--- src/rtl/acc_requester_pkg.sv ---
// rtl/acc_requester_pkg.sv - shared constants and request bundle for the accumulator request interface
package acc_requester_pkg;

    localparam int ACC_NUM        = 3;
    localparam int ACC_DEPTH      = 4;
    localparam int ACC_DATA_WIDTH = 32;

    typedef logic [$clog2(ACC_NUM)-1:0] acc_idx_t;

    // One accumulator's request channel as seen by both the core and the parent register file
    typedef struct packed {
        logic                      valid;
        logic                      ready;
        logic [ACC_DATA_WIDTH-1:0] data;
    } acc_req_t;

endpackage

--- src/rtl/acc_fifo.sv ---
// rtl/acc_fifo.sv - single accumulator operand queue with push/ready and valid/ready/data sides
module acc_fifo #(
    parameter int DEPTH      = 4,
    parameter int DATA_WIDTH = 32
) (
    input  logic                       clk,
    input  logic                       reset_n,
    input  logic                       push_valid,
    input  logic [DATA_WIDTH-1:0]      push_data,
    output logic                       push_ready,
    output logic                       req_valid,
    input  logic                       req_ready,
    output logic [DATA_WIDTH-1:0]      req_data,
    output logic [$clog2(DEPTH):0]     count
);

    localparam int PW = $clog2(DEPTH);
    localparam int CW = PW + 1;
    localparam logic [CW-1:0] FULL = CW'(DEPTH);

    logic [DATA_WIDTH-1:0] r_mem [DEPTH];
    logic [PW-1:0]         r_wptr;
    logic [PW-1:0]         r_rptr;
    logic [CW-1:0]         r_count;
    logic                  w_push;
    logic                  w_pop;

    // Both handshakes derive from the registered count only, so ready never depends on req_ready
    assign push_ready = (r_count != FULL);
    assign req_valid  = (r_count != '0);
    assign req_data   = r_mem[r_rptr];
    assign count      = r_count;
    assign w_push     = push_valid && push_ready;
    assign w_pop      = req_valid && req_ready;

    // Pointer and occupancy bookkeeping; pointers wrap naturally at DEPTH
    always_ff @(posedge clk or negedge reset_n) begin
        if (!reset_n) begin
            r_wptr  <= '0;
            r_rptr  <= '0;
            r_count <= '0;
        end else begin
            if (w_push) begin
                r_wptr <= r_wptr + 1'b1;
            end
            if (w_pop) begin
                r_rptr <= r_rptr + 1'b1;
            end
            case ({w_push, w_pop})
                2'b10:   r_count <= r_count + 1'b1;
                2'b01:   r_count <= r_count - 1'b1;
                default: r_count <= r_count;
            endcase
        end
    end

    // Operand storage; contents are meaningless while the entry is not counted
    always_ff @(posedge clk) begin
        if (w_push) begin
            r_mem[r_wptr] <= push_data;
        end
    end

endmodule

--- src/rtl/acc_requester.sv ---
// rtl/acc_requester.sv - per-core accumulate request queues toward the shared FADD accumulators
module acc_requester
    import acc_requester_pkg::*;
#(
    parameter int N_ACC      = ACC_NUM,
    parameter int DEPTH      = ACC_DEPTH,
    parameter int DATA_WIDTH = ACC_DATA_WIDTH
) (
    input  logic                              clk,
    input  logic                              reset_n,
    input  logic                              push,
    input  logic [$clog2(N_ACC)-1:0]          push_acc,
    input  logic [DATA_WIDTH-1:0]             push_data,
    output logic [N_ACC-1:0]                  push_ready,
    output logic [N_ACC-1:0]                  req_valid,
    output logic [N_ACC-1:0][DATA_WIDTH-1:0]  req_data,
    input  logic [N_ACC-1:0]                  req_ready,
    output logic                              all_empty,
    output logic                              any_full
);

    localparam int IW = $clog2(N_ACC);
    localparam int CW = $clog2(DEPTH) + 1;
    localparam logic [CW-1:0] FULL = CW'(DEPTH);

    logic [N_ACC-1:0]  w_push;
    logic [CW-1:0]     w_count [N_ACC];
    logic              w_all_empty;
    logic              w_any_full;

    for (genvar k = 0; k < N_ACC; k++) begin : g_acc
        // Indices at or above N_ACC match no queue and are silently ignored
        assign w_push[k] = push && (push_acc == IW'(k));

        acc_fifo #(
            .DEPTH      (DEPTH),
            .DATA_WIDTH (DATA_WIDTH)
        ) u_fifo (
            .clk        (clk),
            .reset_n    (reset_n),
            .push_valid (w_push[k]),
            .push_data  (push_data),
            .push_ready (push_ready[k]),
            .req_valid  (req_valid[k]),
            .req_ready  (req_ready[k]),
            .req_data   (req_data[k]),
            .count      (w_count[k])
        );
    end

    // Queue status reduction used by the core for issue stalls and barrier drain
    always_comb begin
        w_all_empty = 1'b1;
        w_any_full  = 1'b0;
        for (int k = 0; k < N_ACC; k++) begin
            if (w_count[k] != '0) begin
                w_all_empty = 1'b0;
            end
            if (w_count[k] == FULL) begin
                w_any_full = 1'b1;
            end
        end
    end

    assign all_empty = w_all_empty;
    assign any_full  = w_any_full;

endmodule

--- config.mk ---
export PLATFORM = sky130hd
export DESIGN_NAME = acc_requester
export DESIGN_NICKNAME = d
export VERILOG_FILES = /design/src/rtl/acc_requester_pkg.sv /design/src/rtl/acc_fifo.sv /design/src/rtl/acc_requester.sv
export SDC_FILE = /design/constraint.sdc
export NUM_CORES = 1
export LEC_CHECK = 0
export BUFFER_PORTS_ARGS = -buffer_cell sky130_fd_sc_hd__buf_2
export CORE_MARGIN = 1.5
export CORE_UTILIZATION = 30
export DETAILED_ROUTE_END_ITERATION = 10
export MAX_ROUTING_LAYER = met4
export PLACE_DENSITY = 0.43
export SYNTH_ARGS = -nofsm -noshare
export SYNTH_HDL_FRONTEND = slang
export SYNTH_SLANG_ARGS = --single-unit
--- constraint.sdc ---
create_clock -name clk -period 5.2 [get_ports clk]
set_input_delay 0.26 -clock clk [delete_from_list [all_inputs] [get_ports clk]]
set_output_delay 0.26 -clock clk [all_outputs]
set_load 0.1 [all_outputs]
# == Word level (Yosys, flattened, before mapping) ==
# Memory sizes are Yosys's and may differ from the RTL's.
# Cells that the tools add are included.
# totals
wordCells,69
ff_bits,21
ram_bits,384
mem_count,3
# mem_list
memory,words,width,read_ports,rd_ports_with_merged_regs,write_ports,line_no,text
g_acc[0].u_fifo.r_mem,4,32,1,0,1,acc_fifo.sv:21,logic [DATA_WIDTH-1:0] r_mem [DEPTH];
g_acc[1].u_fifo.r_mem,4,32,1,0,1,acc_fifo.sv:21,
g_acc[2].u_fifo.r_mem,4,32,1,0,1,acc_fifo.sv:21,
# op_classes
n_mux,15
add_sub_neg,12
n_reduce_logical,16
eq_ne,14
# ops
operator,count
one-hot mux 3 bit (2 select lines),3
adder 2 x 1 -> 2 bit (second input constant),6
two-way mux 1 bit,12
adder 3 x 1 -> 3 bit (second input constant),3
== test 3 bit (second input constant),3
logical AND 1 bit,9
!= test 3 bit (second input constant),3
nonzero test 3 bit,3
subtractor 3 x 1 -> 3 bit (second input constant),3
== test 2 x 1 -> 1 bit (second input constant),4
== test 2 bit (second input constant),4
nonzero test 2 bit,3
zero test 2 bit,1

# == Logic depth before layout (Yosys ltp) ==
# Gate-level depths: netlist (run 1).
# depth
ltp_word,5
mapped_depth,10
depth_no_buf,9

# == Modules after synthesis ==
# Synthesis (run 1) repeated with hierarchy kept, for this count alone.
# unflattened
cells_unflattened,625
area_unflattened_um2,15188.3
# modules_own_cells
mod,cells_each,instances,seq_area_each_um2,area_per_inst_um2
acc_fifo at g_acc[1].u_fifo ...,205,2,4018.9,5039.8
acc_fifo at g_acc[0].u_fifo,205,1,4018.9,5041.1
acc_requester,10,1,0.0,67.6

# == Worst setup path before layout (run 1) ==
# Ideal clock, no wire load.
# synth_path
path_type,reg-to-output
startpoint,register g_acc[1].u_fifo.r_count[0]
endpoint,output port all_empty
path_stages_with_launch,3
setup_slack_ps,1983
required_time_ps,4940
arrival_time_ps,2957
path_cell_list,dfrtp_1 > or3_2 > nor3_1
# synth_between
elab_chain_len,3
# synth_rtl
item,line_no,text
start: declaration,acc_fifo.sv:24,logic [CW-1:0] r_count;
start signal: assignment,acc_fifo.sv:50,2'b10: r_count <= r_count + 1'b1;
start signal: assignment,acc_fifo.sv:51,2'b01: r_count <= r_count - 1'b1;
start signal: assignment,acc_fifo.sv:52,default: r_count <= r_count;
nonzero test 3 bit,n/a,
via g_acc[1].u_fifo.req_valid,acc_fifo.sv:11,"output logic req_valid,"
two-way mux 1 bit (2 in series),acc_requester.sv:56,if (w_count[k] != '0) begin
end: declaration,acc_requester.sv:18,"output logic all_empty,"
# The timed path passes the listed nets, and every way through them passes these cells.

==> results of run 1 <==
critical path: cells and delay by family (launching register included):
family / cells / cell delay [ps]
DFF: 1 / 910
muxes: 1 / 660
buffers and inverters: 1 / 330
cell usage in the layout, fill, tap and decap left out, types with 4 or more instances in the layout:
cell type and count:
mux4_2 96, clkbuf_16 44, inv_1 12, nand3_1 4, clkbuf_1 11, edfxtp_1 384
xor2_1 7, dfrtp_1 15, clkinv_1 10, ha_1 15, dlygate4sd3_1 6, bufinv_16 4
and2_2 12, clkinv_2 9, buf_4 4, xnor2_1 11, buf_2 143
per-stage QoR:
step,hold WS [ps],worst slack [ps]
6_report,40.98,2471
5_1_grt,29.96,2300
4_1_cts,7.865,2350
3_5_place_dp,258.9,2794
3_3_place_gp,247.2,2765
2_1_floorplan,-35.59,1983
how the worst max path moves through the flow:
stage / startpoint / end / slack [ps] / depth (start not counted)
after CTS: g_acc[1].u_fifo.r_rptr[0] / req_data[38] / 2350 / 2
after floorplan: g_acc[1].u_fifo.count[0] / all_empty / 1980 / 2
after global placement: g_acc[1].u_fifo.count[0] / g_acc[1].u_fifo.count[2] / 2760 / 7
final: g_acc[1].u_fifo.r_rptr[0] / req_data[47] / 2470 / 2
after detailed placement: g_acc[1].u_fifo.count[0] / g_acc[1].u_fifo.count[2] / 2790 / 7
after global routing: g_acc[1].u_fifo.r_rptr[0] / req_data[47] / 2300 / 2
layer usage:
metal	routed length, um	share of wire, %
met5	0	0
met4	943	2.8
met3	2196	6.5
met2	15590	46
met1	15230	45
final cells by class:
type	instances	area, um^2	share of cell area, %
diodes	1	2.502	0.01390
clock buffers	55	1142	6.344
clock inverters	25	227.7	1.265
inverters	12	45.04	0.2501
multi-input cells	170	2872	15.95
flip-flops and latches	405	12070	67.04
well taps	672	840.8	4.669
repair buffers	153	805.8	4.475
kinds of logic (layout without fill, tap and decap cells):
logic type               count (synthesis)  after routing  share of synthesized area [%]
multiplexers                           102            102                          14.77
adder cells (fa/ha/maj)                 18             18                          1.636
AND/OR/NAND/NOR                         32             32                          1.455
other                                    0              1                              0
flip-flops                             405            405                          79.64
XOR/XNOR                                18             18                          1.041
buffers and inverters                   44            245                          1.463
sequential cells by signal, summed over array words and instances (netlist names):
| name | flops |
|---|---|
| g_acc.u_fifo.r_mem | 384 |
| g_acc.u_fifo.count | 9 |
| g_acc.u_fifo.r_rptr | 6 |
| g_acc.u_fifo.r_wptr | 6 |
==> results by group, run 1 <==
Outcome
  • Status: complete, no violations

Min path
  • Worst hold start: push_data[20]
  • Hold path cells: 1
  • Worst hold endpoint: g_acc[1].u_fifo.r_mem[0][20]
  • Worst min-delay path category: input port to flop

Synth
  • Register bit total from synthesis: just over 400
  • Main synth FF type: edfxtp_1
  • Mapped Avg Cell Area: 24.46 um^2
  • Cells after Synth: between 600 and 700
  • Post-synth top area share: between 70% and 80%
  • Post-synth EDFFs: around 380
  • Synth async-reset ratio: around 5.2%
  • Top post-synthesis cells by count: 384 x edfxtp_1, 96 x mux4_2, 21 x dfrtp_1
  • Cell area after synthesis: between 15000 and 20000 um^2
  • Net Count, Synth: approximately 680
  • Cell with the most instances after synthesis: edfxtp_1
  • Register area share after synthesis: ~80%
  • Syn. warnings: 0
  • Synth cell types: 26
  • Synth top area cells: edfxtp_1 76%, mux4_2 14%, dfrtp_1 3.5%
  • Largest area contributor in the netlist: edfxtp_1

Floorplan
  • Die height: 227.6 um
  • Number of core rows: 82
  • Initial cell density of the core: 30.30%
  • I/O pin total: between 100 and 150
  • Die ar.: 51820 um^2
  • Die W: 227.6 um
  • Core Footprint: 49970 um^2

Timing
  • Final setup fails: 0
  • Final period util: 52.47%
  • Total negative setup slack: 0 ps
  • RSZ-0062 raised after global routing: no
  • Max-slew headroom: 26.01%
  • Final min period: 2729 ps
  • Slew @ Worst Pin: 1110 ps
  • Setup Skew: 18.10 ps
  • Achievable Freq: roughly 0.37 GHz
  • Pins over their slew limit: 0
  • Fin. Hold Viols: 0

Worst setup path
  • Worst R2R Path Depth: 7
  • Worst Path Arrival: between 2000 and 2500 ps
  • Setup Crit Path Kind: flop to primary output
  • Worst-path maximum fanout: 34
  • CP Cell Sequence: mux4_2 > buf_2
  • RR Startpoint: g_acc[1].u_fifo.count[0]
  • CP required: 4940 ps
  • Crit path launch type: flop
  • Critical path's largest stage delay: 910 ps
  • Critical path's slowest cell: dfrtp_4
  • CP endpoint kind: primary output
  • Reg2Reg Setup Slack: 2750 ps
  • RR Endpoint: g_acc[1].u_fifo.count[2]

Layout
  • Nets: between 800 and 900
  • Final core occ: 36.04%
  • Fillers: 4611
  • Area growth from synthesis to layout: 18.94%
  • Non-Filler Instances: 1493
  • Final Cell Area: 18010 um^2
  • Layout cells sized above 1: 40.00%

Clocking
  • Post-CTS setup buffers: 0
  • CTS resizes: 0
  • Clk sinks: ~410
  • Clk Latency, worst-skew pair: 550 ps
  • CTS tree: yes
  • CTS Buffer Depth: 3
  • Hold buffers post-CTS: 6
  • Root Buffer: clkbuf_16
  • # H-tree levels: 2
  • TritonCTS Buffers: between 40 and 50
  • Worst-path clk slew: about 60 ps

Place
  • Port buffer count: around 140
  • Gpl congestion: approximately 0.72
  • DP Cell Count: roughly 1400
  • Post-DP HPWL: just over 20 mm
  • Placed Area: 16570 um^2

Detailed routing
  • DRC violations left: 0
  • Routed WL: 33.97 mm
  • DR WL/cell: 22.75 um
  • Antenna-violating nets left: 0
  • DR vias/cell: 4.530
  • Drt first pass iters: 4
  • Via count: 6763
  • 1st-iter DRT viols: 495

Global route
  • M1 GR Usage: between 10% and 20%
  • GR peak layer: met2
  • GRT overflow: 0
  • Initial antenna violation count: 2
  • Number of global-route vias before repair: 7409
  • GRT Total Usage: 13.81%
  • First-pass GRT wire length: 49.30 mm
  • Largest net degree at the start of global routing: 35
  • GR Util met2: between 20% and 30%
  • Grt met3 use: between 3 and 4%

Job
  • MaxCap Viol Count: 0
Power of run 1 is not shown: default switching activity piles up to over one toggle a cycle in this logic, so the estimate is an artifact.
==> run 2: changes to the inputs <==
--- a/config.mk
+++ b/config.mk
@@ -10,7 +10,7 @@
 export CORE_UTILIZATION = 30
 export DETAILED_ROUTE_END_ITERATION = 10
 export MAX_ROUTING_LAYER = met4
-export PLACE_DENSITY = 0.43
+export PLACE_DENSITY = 0.45
 export SYNTH_ARGS = -nofsm -noshare
 export SYNTH_HDL_FRONTEND = slang
 export SYNTH_SLANG_ARGS = --single-unit
==> constraint.sdc (replaced) <==
create_clock -name clk -period 2.41 [get_ports clk]
set_input_delay 0.1205 -clock clk [delete_from_list [all_inputs] [get_ports clk]]
set_output_delay 0.1205 -clock clk [all_outputs]
set_load 0.1 [all_outputs]
==> run 2 against run 1 <==
  * Flip-flop and latch count unchanged
  * Utilization up 1.6 points
  * Via count up 2.9%
  * Worst hold slack better by 38 ps
  * Die area unchanged
  * Sequential share of layout area down 2.9 points
  * Register-to-register slack worse by 2600 ps
  * Routed wire length up 3.5%
  * Clock skew about the same
  * First-iteration DRC count down 5.7%
  * Highest routed layer unchanged
==> results by group, run 2 (synthesis gave the netlist of run 1 again) <==
Outcome
  • Status: complete, no violations

Global route
  • Largest net degree at the start of global routing: 33
  • GRT overflow: 0
  • Number of global-route vias before repair: 7223
  • GRT Total Usage: 13.84%
  • Initial antenna violation count: 0
  • First-pass GRT wire length: roughly 49 mm

Layout
  • Area growth from synthesis to layout: 24.16%
  • Final Cell Area: 18800 um^2
  • Non-Filler Instances: 1555
  • Multi-input gate area: 2877 um^2
  • Fillers: 4588
  • Reg area: roughly 12000 um^2
  • Commonest non-fill, non-tap cell in the layout: edfxtp_1
  • Most flops, register: g_acc.u_fifo.r_mem
  • Most frequent cells in the layout: 384 x edfxtp_1, 136 x buf_2, 96 x mux4_2, 49 x clkbuf_16, 36 x dlygate4sd3_1
  • Layout cells sized above 1: about two fifths
  • Ant diodes: 0
  • Nets: 905
  • Largest register FFs: ~380

Timing
  • Final min period: 2325 ps
  • Final period util: 96.47%
  • Pins over their slew limit: 0
  • Achievable Freq: 0.4301 GHz
  • Worst Hold Slack: a little under 80 ps
  • Final setup fails: 0
  • Slew @ Worst Pin: 532.8 ps
  • Final worst slack: 85.01 ps
  • Fin. Hold Viols: 0
  • Max-slew headroom: between 60% and 70%
  • Setup Skew: 17.79 ps

Place
  • Port buffer count: approximately 140
  • DP Cell Count: 1433
  • Post-DP HPWL: 21.38 mm
  • Gpl congestion: 0.7135
  • Pre-CTS setup slack: 137.8 ps
  • Placed Area: 16950 um^2

Floorplan
  • Core Footprint: 49970 um^2
  • Die height: 227.6 um
  • Initial cell density of the core: a little under a third
  • Die W: 227.6 um
  • Die ar.: 51820 um^2
  • I/O pin total: 144
  • Number of core rows: between 80 and 90

Job
  • MaxCap Viol Count: 0

Worst setup path
  • Worst-path maximum fanout: 16
  • Worst Path Arrival: ~2200 ps
  • Crit path launch type: flop
  • CP endpoint kind: primary output
  • RR Startpoint: g_acc[1].u_fifo.count[0]
  • CP required: 2290 ps
  • Worst R2R Path Depth: 7
  • Setup Crit Path Kind: flop to primary output
  • RR Endpoint: g_acc[1].u_fifo.count[2]
  • Reg2Reg Setup Slack: between 100 and 150 ps

Min path
  • Worst hold start: push_acc[1]
  • Worst hold endpoint: g_acc[0].u_fifo.r_wptr[0]
  • Worst min-delay path category: input port to flop
  • Hold path cells: 3

Clocking
  • CTS Buffer Depth: 3
  • TritonCTS Buffers: 45
  • # H-tree levels: 2
  • Clk sinks: ~400
  • Worst-path clk slew: about 60 ps
  • CTS tree: yes
  • Root Buffer: clkbuf_16
  • Clk Latency, worst-skew pair: 560 ps

Detailed routing
  • DR WL/cell: 22.60 um
  • Via count: 6960
  • 1st-iter DRT viols: about 470
  • DR vias/cell: ~4.5
  • Routed WL: about 35 mm
  • Antenna-violating nets left: 0
  • DRC violations left: 0
  • Drt first pass iters: 5
[run 2: cell count changes in the layout (fill, tap and decap cells not counted), sizes merged]
cell / delta
clkinv: -3
buf: +25
inv: +1
bufinv: -2
diode: -1
dlygate4sd3: +30
clkbuf: +12
[run 2: final cells by class]
cell class                      instances  share of cell area (%)
Multi-Input combinational cell        170                   15.30
Timing Repair Buffer                  213                   8.374
Clock inverter                         21                  0.8187
Clock buffer                           62                   6.610
Sequential cell                       405                   64.18
Tap cell                              672                   4.473
Inverter                               12                  0.2396
[run 2: timing repair]
item	in CTS	in global routing
setup endpoints to repair	4	9
hold buffers	36	0
hold endpoints to repair	411	0
resized for setup	4	5
setup buffers	0	1
gates cloned	0	2
[run 2: per-stage QoR]
stage	setup TNS [ps]	utilization, %
2_1_floorplan	0	-
3_5_place_dp	0	33.92
3_3_place_gp	0	33.92
5_1_grt	-0.3835	37.62
4_1_cts	0	37.46
6_report	0	37.62
[run 2: worst max-delay path: stages (launching register included)]
cell      delay (ps)
dfrtp_2          490
buf_16           230
mux4_2           600
clkbuf_4         320
[run 2: worst max path at each step]
stage / to / cells after the start / start / slack, ps
global route: req_data[89] / 3 / g_acc[2].u_fifo.r_rptr[0] / -0.4
global placement: g_acc[1].u_fifo.count[2] / 7 / g_acc[1].u_fifo.count[0] / 140
CTS: req_data[30] / 3 / g_acc[0].u_fifo.r_rptr[0] / 5
detailed placement: g_acc[1].u_fifo.count[2] / 7 / g_acc[1].u_fifo.count[0] / 140
floorplan: g_acc[2].u_fifo.count[2] / 10 / g_acc[2].u_fifo.count[0] / 160
finish: req_data[30] / 3 / g_acc[0].u_fifo.r_rptr[0] / 90
[run 2: layer usage]
layer | up-vias | track usage [%] | wire (um)
li1 | 3037 | - | -
met2 | 175 | 20.61 | 16120
met4 | 0 | 3.333 | 624
met5 | - | - | 0
met3 | 49 | 3.201 | 1873
met1 | 3699 | 19.26 | 16530
Power of run 2 is left out for the same reason.
